### config.mk
export PLATFORM = sky130hd
export DESIGN_NAME = uart_mouse_cmd_rx
export DESIGN_NICKNAME = d
export VERILOG_FILES = /design/src/rtl/uart_mouse_cmd_rx.sv
export SDC_FILE = /design/constraint.sdc
export NUM_CORES = 1
export LEC_CHECK = 0
export BUFFER_PORTS_ARGS = -buffer_cell sky130_fd_sc_hd__buf_2
export CAP_MARGIN = 20
export CORE_ASPECT_RATIO = 0.6
export CORE_UTILIZATION = 52
export DETAILED_ROUTE_END_ITERATION = 16
export MAX_ROUTING_LAYER = met4
export PLACE_DENSITY = 0.72
export SLEW_MARGIN = 20
export SYNTH_ARGS = -nofsm -noshare
export SYNTH_HDL_FRONTEND = slang
export SYNTH_SLANG_ARGS = --single-unit
### constraint.sdc
create_clock -name clk -period 9.3 [get_ports clk]
set_input_delay 0.93 -clock clk [delete_from_list [all_inputs] [get_ports clk]]
set_output_delay 0.93 -clock clk [all_outputs]
set_load 0.03 [all_outputs]
### src/rtl/uart_mouse_cmd_rx.sv
// 8N1 UART receiver feeding a mouse-report frame parser.
// Valid frames land in a report register with valid/ready handshake and delta coalescing.
module uart_mouse_cmd_rx #(
  parameter int CLK_HZ         = 60000000,
  parameter int BAUD           = 115200,
  parameter int DELTA_W        = 8,
  parameter int TIMEOUT_CYCLES = 600000
) (
  input  logic               clk,
  input  logic               rst,
  input  logic               uart_rx,
  output logic               report_valid,
  input  logic               report_ready,
  output logic [7:0]         report_buttons,
  output logic [DELTA_W-1:0] report_dx,
  output logic [DELTA_W-1:0] report_dy,
  output logic [DELTA_W-1:0] report_wheel,
  output logic               err_framing,
  output logic               err_checksum,
  output logic               err_timeout,
  output logic               busy
);

  localparam int DIV  = CLK_HZ / BAUD;
  localparam int HALF = DIV / 2;
  localparam int CW   = $clog2(DIV + 1);
  localparam int NB   = DELTA_W / 8;
  localparam int PL   = 1 + 3 * NB;
  localparam int IW   = $clog2(PL + 1);
  localparam int TW   = $clog2(TIMEOUT_CYCLES + 2);
  localparam logic [TW-1:0] TLIM = TW'(TIMEOUT_CYCLES);
  localparam logic [TW-1:0] TMAX = TW'(TIMEOUT_CYCLES + 1);

  typedef enum logic [1:0] {R_IDLE, R_START, R_DATA, R_STOP} rstate_t;
  typedef enum logic [1:0] {P_IDLE, P_PAYLOAD, P_CHECK} pstate_t;

  logic sync1_q, sync2_q, prev_q;
  rstate_t rs_q, rs_d;
  pstate_t ps_q, ps_d;
  logic [CW-1:0]     cnt_q, cnt_d;
  logic [2:0]        bit_q, bit_d;
  logic [7:0]        sh_q, sh_d;
  logic [IW-1:0]     idx_q, idx_d;
  logic [8*PL-1:0]   pay_q, pay_d;
  logic [7:0]        sum_q, sum_d;
  logic [TW-1:0]     tmo_q, tmo_d;
  logic              rv_q, rv_d;
  logic [7:0]        rb_q, rb_d;
  logic [DELTA_W-1:0] rdx_q, rdx_d, rdy_q, rdy_d, rwh_q, rwh_d;
  logic ef_q, ec_q, et_q;

  logic start_det, samp, byte_stb, frm_err;
  logic busy_c, tmo_hit, commit, cks_err, xfer;

  function automatic logic [DELTA_W-1:0] sat_add(
    input logic [DELTA_W-1:0] a,
    input logic [DELTA_W-1:0] b
  );
    logic signed [DELTA_W:0] s;
    s = $signed({a[DELTA_W-1], a}) + $signed({b[DELTA_W-1], b});
    if (s[DELTA_W] != s[DELTA_W-1])
      return s[DELTA_W] ? {1'b1, {(DELTA_W-1){1'b0}}}
                        : {1'b0, {(DELTA_W-1){1'b1}}};
    return s[DELTA_W-1:0];
  endfunction

  always_ff @(posedge clk or posedge rst) begin
    if (rst) begin
      sync1_q <= 1'b1;
      sync2_q <= 1'b1;
      prev_q  <= 1'b1;
      rs_q    <= R_IDLE;
      ps_q    <= P_IDLE;
      cnt_q   <= '0;
      bit_q   <= '0;
      sh_q    <= '0;
      idx_q   <= '0;
      pay_q   <= '0;
      sum_q   <= '0;
      tmo_q   <= '0;
      rv_q    <= 1'b0;
      rb_q    <= '0;
      rdx_q   <= '0;
      rdy_q   <= '0;
      rwh_q   <= '0;
      ef_q    <= 1'b0;
      ec_q    <= 1'b0;
      et_q    <= 1'b0;
    end else begin
      sync1_q <= uart_rx;
      sync2_q <= sync1_q;
      prev_q  <= sync2_q;
      rs_q    <= rs_d;
      ps_q    <= ps_d;
      cnt_q   <= cnt_d;
      bit_q   <= bit_d;
      sh_q    <= sh_d;
      idx_q   <= idx_d;
      pay_q   <= pay_d;
      sum_q   <= sum_d;
      tmo_q   <= tmo_d;
      rv_q    <= rv_d;
      rb_q    <= rb_d;
      rdx_q   <= rdx_d;
      rdy_q   <= rdy_d;
      rwh_q   <= rwh_d;
      ef_q    <= frm_err;
      ec_q    <= cks_err;
      et_q    <= tmo_hit;
    end
  end

  // Event decode: a stop sample yields either a byte or a framing error.
  always_comb begin
    start_det = (rs_q == R_IDLE) && prev_q && !sync2_q;
    samp      = (rs_q == R_STOP) && (cnt_q == CW'(DIV - 1));
    byte_stb  = samp && sync2_q;
    frm_err   = samp && !sync2_q;
    busy_c    = (ps_q != P_IDLE);
    tmo_hit   = busy_c && (tmo_q > TLIM) && !samp;
    commit    = (ps_q == P_CHECK) && byte_stb && (sh_q == sum_q);
    cks_err   = (ps_q == P_CHECK) && byte_stb && (sh_q != sum_q);
    xfer      = rv_q && report_ready;
  end

  always_comb begin
    rs_d  = rs_q;
    cnt_d = cnt_q + 1'b1;
    bit_d = bit_q;
    sh_d  = sh_q;
    unique case (rs_q)
      R_IDLE: begin
        cnt_d = '0;
        if (start_det) rs_d = R_START;
      end
      R_START: if (cnt_q == CW'(HALF - 1)) begin
        cnt_d = '0;
        bit_d = '0;
        rs_d  = sync2_q ? R_IDLE : R_DATA;
      end
      R_DATA: if (cnt_q == CW'(DIV - 1)) begin
        cnt_d = '0;
        sh_d  = {sync2_q, sh_q[7:1]};
        bit_d = bit_q + 1'b1;
        if (bit_q == 3'd7) rs_d = R_STOP;
      end
      R_STOP: if (samp) begin
        cnt_d = '0;
        rs_d  = R_IDLE;
      end
      default: rs_d = R_IDLE;
    endcase

    ps_d  = ps_q;
    idx_d = idx_q;
    pay_d = pay_q;
    sum_d = sum_q;
    tmo_d = (tmo_q != TMAX) ? tmo_q + 1'b1 : tmo_q;
    if (!busy_c || samp) tmo_d = '0;
    if (frm_err || tmo_hit) begin
      ps_d = P_IDLE;
    end else if (byte_stb) begin
      unique case (ps_q)
        P_IDLE: if (sh_q == 8'hA5) begin
          ps_d  = P_PAYLOAD;
          idx_d = '0;
          sum_d = '0;
        end
        P_PAYLOAD: begin
          pay_d[idx_q*8 +: 8] = sh_q;
          sum_d = sum_q + sh_q;
          idx_d = idx_q + 1'b1;
          if (idx_q == IW'(PL - 1)) ps_d = P_CHECK;
        end
        default: ps_d = P_IDLE;
      endcase
    end

    rv_d  = rv_q;
    rb_d  = rb_q;
    rdx_d = rdx_q;
    rdy_d = rdy_q;
    rwh_d = rwh_q;
    // A commit on top of an untaken report merges deltas instead of losing them.
    if (commit) begin
      rv_d = 1'b1;
      rb_d = pay_q[7:0];
      if (!rv_q || xfer) begin
        rdx_d = pay_q[8 +: DELTA_W];
        rdy_d = pay_q[8+DELTA_W +: DELTA_W];
        rwh_d = pay_q[8+2*DELTA_W +: DELTA_W];
      end else begin
        rdx_d = sat_add(rdx_q, pay_q[8 +: DELTA_W]);
        rdy_d = sat_add(rdy_q, pay_q[8+DELTA_W +: DELTA_W]);
        rwh_d = sat_add(rwh_q, pay_q[8+2*DELTA_W +: DELTA_W]);
      end
    end else if (xfer) begin
      rv_d = 1'b0;
    end
  end

  assign report_valid   = rv_q;
  assign report_buttons = rb_q;
  assign report_dx      = rdx_q;
  assign report_dy      = rdy_q;
  assign report_wheel   = rwh_q;
  assign err_framing    = ef_q;
  assign err_checksum   = ec_q;
  assign err_timeout    = et_q;
  assign busy           = busy_c;

endmodule

# Word level (Yosys, flattened, before mapping)
# Cells that the tools add are included.
# classes
add_sub_neg,9
multipliers,0
n_div,0
magnitude_cmp,1
eq_ne,24
shifts,2
mux,49
bitwise,1
n_reduce_logical,32
# op_table
cell,count
8-bit 2-to-1 mux,13
20-bit 2-to-1 mux,2
10-bit one-hot mux with 4 select lines,1
6-bit negation with 34-bit output,1
8-bit by 34-bit variable shift with 32-bit output (first input constant),1
8-bit by 34-bit variable part select with 32-bit output,1
32-bit bitwise mux,1
10-bit 2-to-1 mux,3
8-bit by 8-bit adder with 9-bit output,3
20-bit by 1-bit adder with 20-bit output (second input constant),1
20-bit > comparator (second input constant),1
2-bit 2-to-1 mux,10
20-bit != test (second input constant),1
8-bit one-hot mux with 2 select lines,1
2-bit != test (second input constant),6
3-bit one-hot mux with 2 select lines,2
2-bit nonzero test,6
1-bit logical AND,11
1-bit 2-to-1 mux,11
10-bit by 1-bit adder with 10-bit output (second input constant),1
10-bit == test (second input constant),1
10-bit by 9-bit == test with 1-bit output (second input constant),1
3-bit 2-to-1 mux,3
3-bit AND reduction,3
20 further kinds,33
# totals
reg_bits,127
latchBits,0
ram_bits,0
rom_bits,0
inputBits,4
out_inout_bits,37
elab_cells,138
n_memories,0

# Logic depth before layout (Yosys ltp)
# Gate-level depths: netlist (run 1).
# logic_depth
depth_word,8
depth_mapped,9
depth_no_buf,9

# Least setup slack after synthesis (run 1)
# Ideal clock, no wire load.
# synth_timing
kind,flip-flop to flip-flop
start,register cnt_q[4]
end,register rdy_q[7] (netlist: report_dy[7])
setup_time_ps,123
t_arrival_ps,2465
required_time_ps,9177
setup_slack_ps,6712
stages_incl_launch_ff,8
n_path_buf,2
synth_period_minus_slack_ps,2588
cell_sequence,dfrtp_1 -> or4_4 -> or4_4 -> or4_4 -> buf_6 -> buf_2 -> nand2_1 -> o21ai_1
# synth_between
elab_chain_len,5
# synth_rtl
item,line,text
start: declaration,40,"logic [CW-1:0] cnt_q, cnt_d;"
start signal: assignment,95,cnt_q <= cnt_d;
10-bit == test,116,samp = (rs_q == R_STOP) && (cnt_q == CW'(DIV - 1));
1-bit logical AND,116,
1-bit logical AND,117,byte_stb = samp && sync2_q;
1-bit logical AND (2 in a row),121,commit = (ps_q == P_CHECK) && byte_stb && (sh_q == sum_q);
end signal: assignment,105,rdy_q <= rdy_d;
end: declaration,49,"logic [DELTA_W-1:0] rdx_q, rdx_d, rdy_q, rdy_d, rwh_q, rwh_d;"
# Every way passes these cells.
# A chain may end at the register's enable or synchronous reset.

# Worst setup path in the final report (run 1)
# layout_timing
start,register cnt_q[4]
end,register pay_q[5]
# layout_between
elab_chain_len,7
elab_cells_between_ends,9
cone_classes,eq/ne (1); bitwise (1); reduce/logical (7)
# layout_rtl
item,line,text
10-bit == test (*),116,
1-bit logical AND (*),116,
1-bit logical NOT,120,tmo_hit = busy_c && (tmo_q > TLIM) && !samp;
1-bit logical AND,120,
1-bit logical OR,160,if (frm_err || tmo_hit) begin
1-bit NOT (no source line),-,
3-bit AND reduction (no source line) (*),-,
end signal: assignment,99,pay_q <= pay_d;
end: declaration,44,"logic [8*PL-1:0] pay_q, pay_d;"
# Mark *: on every way between the ends. The rest lies on a longest branch, timed or not.

==> results.md, run 1 <==
* Status: complete, no violations
* Max Slew Vio Count at 0
* Ant diodes at 0
* P_leak at 3.85 nW
* Post-DP HPWL at 11.9 mm
* Post-synthesis simple-gate area fraction at 22.2%
* Clk slew on worst S/H paths at ~60 ps
* Starting Density at between 50% and 60%
* Die area at around 14000 um^2
* Ys flop type: dfrtp_1
* Gpl congestion at between 0.9 and 1
* Sink Count at between 100 and 150
* Initial antenna violation count at 0
* Clk_skew at 10.6 ps
* Routed wire length at 16.9 mm
* Synth warn at 0
* Fin crit period at ~3000 ps
* Core Area at roughly 13000 um^2
* Vias in the first global route at ~5800
* Design area at between 8000 and 9000 um^2
* Vias per cell at roughly 5.8
* Post-DP Area at 7500 um^2
* Rel. slew slack at around a third
* Post-Synth Adder-Cell Area at under 10%
* Slew @ Worst Pin at 979 ps
* RSZ-0062 raised after global routing: no
* CP Capture Type: flip-flop
* Syn Std Cell Area at ~7200 um^2
* Post-synthesis cell type count at 56
* GR Util All Layers at between 20 and 30%
* Largest family of logic cells by synthesized area: simple AND/OR/NAND/NOR gates
* DRC Markers at 0
* CP most frequent cell: or4_4
* Layout cell share with drive strength beyond 1 at a little under an eighth
* Commonest non-fill, non-tap cell in the layout: nand2_1
* Max VDD drop at ~0.12 mV
* Hold/Removal Path Class: flip-flop to flip-flop
* Final Net Count at 889
* Antenna Violating Nets Remaining at 0
* Largest net degree at the start of global routing at 74
* Async S/R FF share, synth at 100%
* Root buf cell: clkbuf_16
* Via count at 5959
* TritonCTS clock tree: built
* Cell taking the most area after synthesis: dfrtp_1
* Max cap viols at 0
* Hold Fails Final Rpt at 0
* Critical Path RT at about 9600 ps
* Synthesized area per cell at between 8 and 9 um^2
* Initial drt markers at 474
* Synth top area share at 43.3%
* Routed len/inst at between 15 and 20 um
* Most frequent cells in the layout: nand2_1, dfrtp_1, nor2_1
* Post-CTS Setup Inserts at 0
* Area delta synth->final at 13.4%
* Sequential fraction of the synthesis area at 44.4%
* Xor/xnor share of the synthesized area at under 10%
* Slowest-stage cell, CP: or4_4
* Post-synth net total at 852
* Deepest clock path buffer count at 2
* Final Setup Violations at 0
* Worst path cell trace: or4_4, or4_4, nor3_1, nand4b_1, nand2_1, o21ai_0
* Max Freq at ~330 MHz
* Setup TNS at 0 ps
* Pre-antenna DRT Iters at 5
* Height of the die at about 93 um
* CP Data Arrival Time at ~3300 ps
* Congestion Overflow GR at 0
* Max H-tree Level at 4
* Worst-Skew Late Latency at approximately 420 ps
* Post-synth EDFFs at 0
* Startpoint types: flip-flop
* Max incr delay on CP at between 500 and 600 ps
* Die W at approximately 150 um
* Power density over cell area at 157 nW/um^2
* Seq cells post-synth at ~130
* Complex-gate fraction of the synthesized area at between 10% and 20%
* Final Cycle Share at between 30 and 40%
* Mux cell area share after synthesis at 1.40%
* Ports at a little over 40
* CTS Hold Bufs at 0
* Port Buffer Count at 40
* Worst Path Max Fanout at 16
* Cts bufs inserted at 17
* Top cells by area, synth: dfrtp_1, ha_1, nand2_1, o21ai_0, nor2_1
* Post-cts sizing count at 0
* Cell Rows at 32
* Critical path class: flip-flop to flip-flop
* Gate Count Post-Synth at 800
* First-pass GRT wire length at between 20 and 30 mm
==> where the power goes <==
part | internal, W | switching (W)
Combinational | 0.00000218 | 0.0000143
Clock | 0.000448 | 0.000257
Sequential | 0.000555 | 0.00000223
==> layer usage <==
metal  GRT usage [%]  share of wire (%)  up-vias  wire length (um)
met2            38.7                 43      189              7250
li1                -                  -     2870                 -
met4            9.17                1.4        0               245
met5               -                  0        -                 0
met1            37.2                 50     2880              8390
met3            5.99                6.0       20              1020
==> worst max-delay path, delay by kind of cell (launching register included) <==
kind / cells / cell delay (ps)
AO/OA/AOI/OAI: 1 / 140
flip-flops: 1 / 410
AND/OR/NAND/NOR: 5 / 2290
==> flip-flops by register name (all words and copies together), names as in the netlist, named ones only <==
register	flops
err_timeout	1
idx_q	3
err_framing	1
tmo_q	20
pay_q	32
bit_q	3
err_checksum	1
ps_q	2
report_wheel	8
sum_q	8
prev_q	1
cnt_q	10
sh_q	8
sync2_q	1
report_valid	1
report_dy	8
report_buttons	8
report_dx	8
rs_q	1
sync1_q	1
==> cell usage after synthesis (2+ instances only) <==
cell         n
a22oi_1      4
o211a_1      5
nand3b_1     4
or3_1        7
o21ai_1      4
inv_1       27
o2bb2ai_1    2
or4_4        3
nand4b_1     4
nand3_1     25
o21ai_0     75
mux2_2       8
nand2_1    144
nor3_1      11
xor2_1      24
nor4_1       5
a211oi_1     3
xnor2_1     15
or4_1        4
o21bai_1     5
a2111oi_0    2
o211ai_1     8
nand4_1      5
nand2b_1    14
o21a_1       3
buf_1        2
o2111ai_1    2
nor3_2       3
ha_1        44
nor2_1      76
dfstp_2      3
a21o_1       5
nor2b_1      6
a21oi_1     53
a211o_1      2
fa_1         4
and3_1      21
dfrtp_1    124
buf_2        5
o31ai_1      6
clkbuf_1    18
==> metrics by stage <==
step                util, %  cells  hold WS, ps  worst slack [ps]  power [W]
finish                 61.9   1020          357              6300    0.00128
global route           61.9   1020          361              6060    0.00132
floorplan                 -    800          345              4990   0.000579
detailed placement     57.1    988          351              6310   0.000585
CTS                    61.8   1020          359              6240    0.00129
global placement       57.0    987          348              6230   0.000584
==> cell families (layout without fill, tap and decap cells) <==
logic type               after synthesis  count (layout)
AND/OR/NAND/NOR                      338             338
buffers and inverters                 53             103
adder cells (fa/ha/maj)               48              48
flip-flops                           127             127
multiplexers                           9               9
AO/OA/AOI/OAI                        186             186
XOR/XNOR                              39              39
==> worst paths after layout <==
| check | start | end | slack, ps | depth (start not counted) |
|---|---|---|---|---|
| max | cnt_q[4] | pay_q[5] | 6300 | 6 |
| min | sync1_q | sync2_q | 360 | 0 |
| max reg2reg | cnt_q[4] | pay_q[5] | 6300 | 6 |
| min reg2reg | sync1_q | sync2_q | 360 | 0 |
| max in group asynchronous | rst | pay_q[30] | 7300 | 3 |
| min in group asynchronous | rst | report_buttons[1] | 620 | 2 |
==> area by class of cell <==
type	instances	area, um^2
Fill cell	1071	5010
Multi-Input combinational cell	620	3770
Sequential cell	127	3180
Clock buffer	18	429
Timing Repair Buffer	44	230
Tap cell	170	213
Clock inverter	14	193
Inverter	27	104
Power figures use the tool's default switching activity.
==> inputs of run 2 (changes only) <==
Clock period 9.3 ns to 2.78 ns, I/O delays scaled along.
==> results.md, run 2 (synthesized netlist as in run 1, its figures left out) <==
* Final Cycle Share at 96.8% (+65 points)
* Root buf cell: clkbuf_16
* Die W at 154 um (unchanged)
* Status: complete, no violations
* Sw Share at 20.7% (-0.67 points)
* Die area at 14300 um^2 (unchanged)
* Via count at 6083 (+2.1%)
* Rel. slew slack at 34.3% (+0.68 points)
* Initial drt markers at 338 (-29%)
* Clk_skew at 8.71 ps (-1.93 ps)
* Sink Count at 127 (unchanged)
* Worst path cell trace: or4_4, or4_4, or4_4, a21oi_1, o21ai_0
* Largest registers: pay_q (32), tmo_q (20), cnt_q (10)
* Worst-Skew Late Latency at 420 ps (about the same)
* Area delta synth->final at 16.6%
* Max H-tree Level at 4 (unchanged)
* Core Area at 13100 um^2 (unchanged)
* TritonCTS clock tree: built
* Cell Rows at 32 (unchanged)
* GR Util All Layers at 27.0% (+0.21 points)
* Max cap viols at 0 (unchanged)
* Post-CTS Setup Inserts at 0 (unchanged)
* Critical path class: flip-flop to flip-flop
* Routed wire length at 17.4 mm (+2.7%)
* Worst Path Max Fanout at 39 (+23)
* Reg with most FFs: pay_q
* Largest net degree at the start of global routing at 128 (+73%)
* Clk slew on worst S/H paths at 60 ps (about the same)
* Power density over cell area at 530 nW/um^2 (+240%)
* Slowest-stage cell, CP: or4_4
* Max Freq at 371 MHz (+11%)
* Max Slew Vio Count at 0 (unchanged)
* Hold/Removal Path Class: input port to async pin
* Fin crit period at 2690 ps (-307 ps)
* Critical Path RT at 3030 ps (-6540 ps)
* DRC Markers at 0 (unchanged)
* P_sw at 0.000917 W (+240%)
* Most frequent cells in the layout: nand2_1, dfrtp_1, nor2_1
* CP Data Arrival Time at 2940 ps (-330 ps)
* RR Startpoint: cnt_q[4]
* CP most frequent cell: or4_4
* Pre-antenna DRT Iters at 4 (-1)
* Layout cell share with drive strength beyond 1 at 13.9% (+2.3 points)
* Final Net Count at 912 (+2.6%)
* Comb pwr share at 1.4% (about the same)
* First-pass GRT wire length at 29.3 mm (+1.1%)
* Routed len/inst at 16.6 um (+0.45%)
* Cts bufs inserted at 17 (unchanged)
* Starting Density at 54.5% (unchanged)
* Final Setup Violations at 0 (unchanged)
* Setup crit start: cnt_q[4]
* P_leak at 3.98 nW (+3.5%)
* Gpl congestion at 0.911 (+1.1%)
* Ports at 41 (unchanged)
* Deepest clock path buffer count at 2 (unchanged)
* CP Capture Type: flip-flop
* Sequential Power Share at 42.1% (-1.5 points)
* Max FFs per register at 32 (unchanged)
* Layout Cells excl Fill at 1043 (+2.3%)
* Congestion Overflow GR at 0 (unchanged)
* Kind of cell adding the most delay to the critical path: simple AND/OR/NAND/NOR gates
* Internal at 0.00351 W (+250%)
* Pwr Total at 0.00443 W (+250%)
* Hold Fails Final Rpt at 0 (unchanged)
* RSZ-0062 raised after global routing: yes
* Port Buffer Count at 40 (unchanged)
* Ant diodes at 0 (unchanged)
* Vias in the first global route at 5950 (+1.7%)
* Vias per cell at 5.83 (-0.17%)
* Placed insts at 1010 (+2.2%)
* Antenna Violating Nets Remaining at 0 (unchanged)
* Worst Path Buf+Inv at 0 (unchanged)
* Slew @ Worst Pin at 960 ps (-19.5 ps)
* Max incr delay on CP at 730 ps (+150 ps)
* Height of the die at 92.9 um (unchanged)
* Commonest non-fill, non-tap cell in the layout: nand2_1
* Register-to-Register Setup Slack at 90 ps (-6210 ps)
* Post-DP HPWL at 12.2 mm (+2.1%)
* Initial antenna violation count at 0 (unchanged)
* Startpoint types: flip-flop
* Max VDD drop at 0.410 mV (+230%)
* Clock share of power at 56.5% (+1.4 points)
## run 2: cell types whose count changed in the layout (fill, tap and decap cells not counted), sizes merged
cell and change:
buf +22, bufinv +1, clkbuf +1, clkinv -2, dlygate4sd3 +1
## run 2: per-layer routing
layer,vias up,share of wire [%],track usage [%]
met5,-,0,-
met4,0,1.1,9.08
met3,24,6.6,5.19
met2,198,43,38.7
met1,2949,50,38.4
li1,2912,-,-
## run 2: power groups by stage
stage               combinational [W]  clock, W  sequential, W
floorplan                   0.0000428         0        0.00189
global placement            0.0000614         0        0.00190
detailed placement          0.0000641         0        0.00190
CTS                         0.0000654   0.00253        0.00186
global route                0.0000737   0.00262        0.00186
finish                      0.0000618   0.00250        0.00186
## run 2: area by class of cell
cell class / count / area (um^2)
Tap cell: 170 / 213
Clock inverter: 13 / 210
Multi-Input combinational cell: 620 / 3770
Inverter: 27 / 105
Clock buffer: 19 / 453
Fill cell: 1083 / 4780
Sequential cell: 127 / 3180
Timing Repair Buffer: 67 / 418
## run 2: path summary, 6_finish.rpt
check                           cells past startpoint              end
worst max-delay path                                5  report_wheel[6]
worst min-delay path                                3         sum_q[2]
worst max register to register                      5  report_wheel[6]
worst min register to register                      0          sync2_q
max in group asynchronous                           3        pay_q[24]
min in group clk                                    0          sync2_q
## run 2: stage by stage
step                worst slack, ps  cell area (um^2)  util, %  TNS, ps  hold slack (ps)
floorplan                       192              7170        -        0              282
global placement              -9.37              7670     58.4    -27.3              348
detailed placement             44.5              7670     58.4        0              352
CTS                            41.9              8350     63.6        0             96.5
global route                  -39.6              8350     63.6    -67.8             68.6
finish                         87.6              8350     63.6        0             8.67
## run 2: worst reg2reg max path: cells and delay by family, from the launching register on
kind	cells	cell delay (ps)
DFF	1	380
AOI/OAI and AO/OA	2	330
and+or+nand+nor	3	1820
## run 2: what timing repair did
| item | in CTS | in global routing |
|---|---|---|
| endpoints found under the setup margin | 0 | 16 |
| gates resized for setup | 0 | 1 |
| hold endpoints to repair | 1 | 0 |
| hold buffers | 1 | 0 |
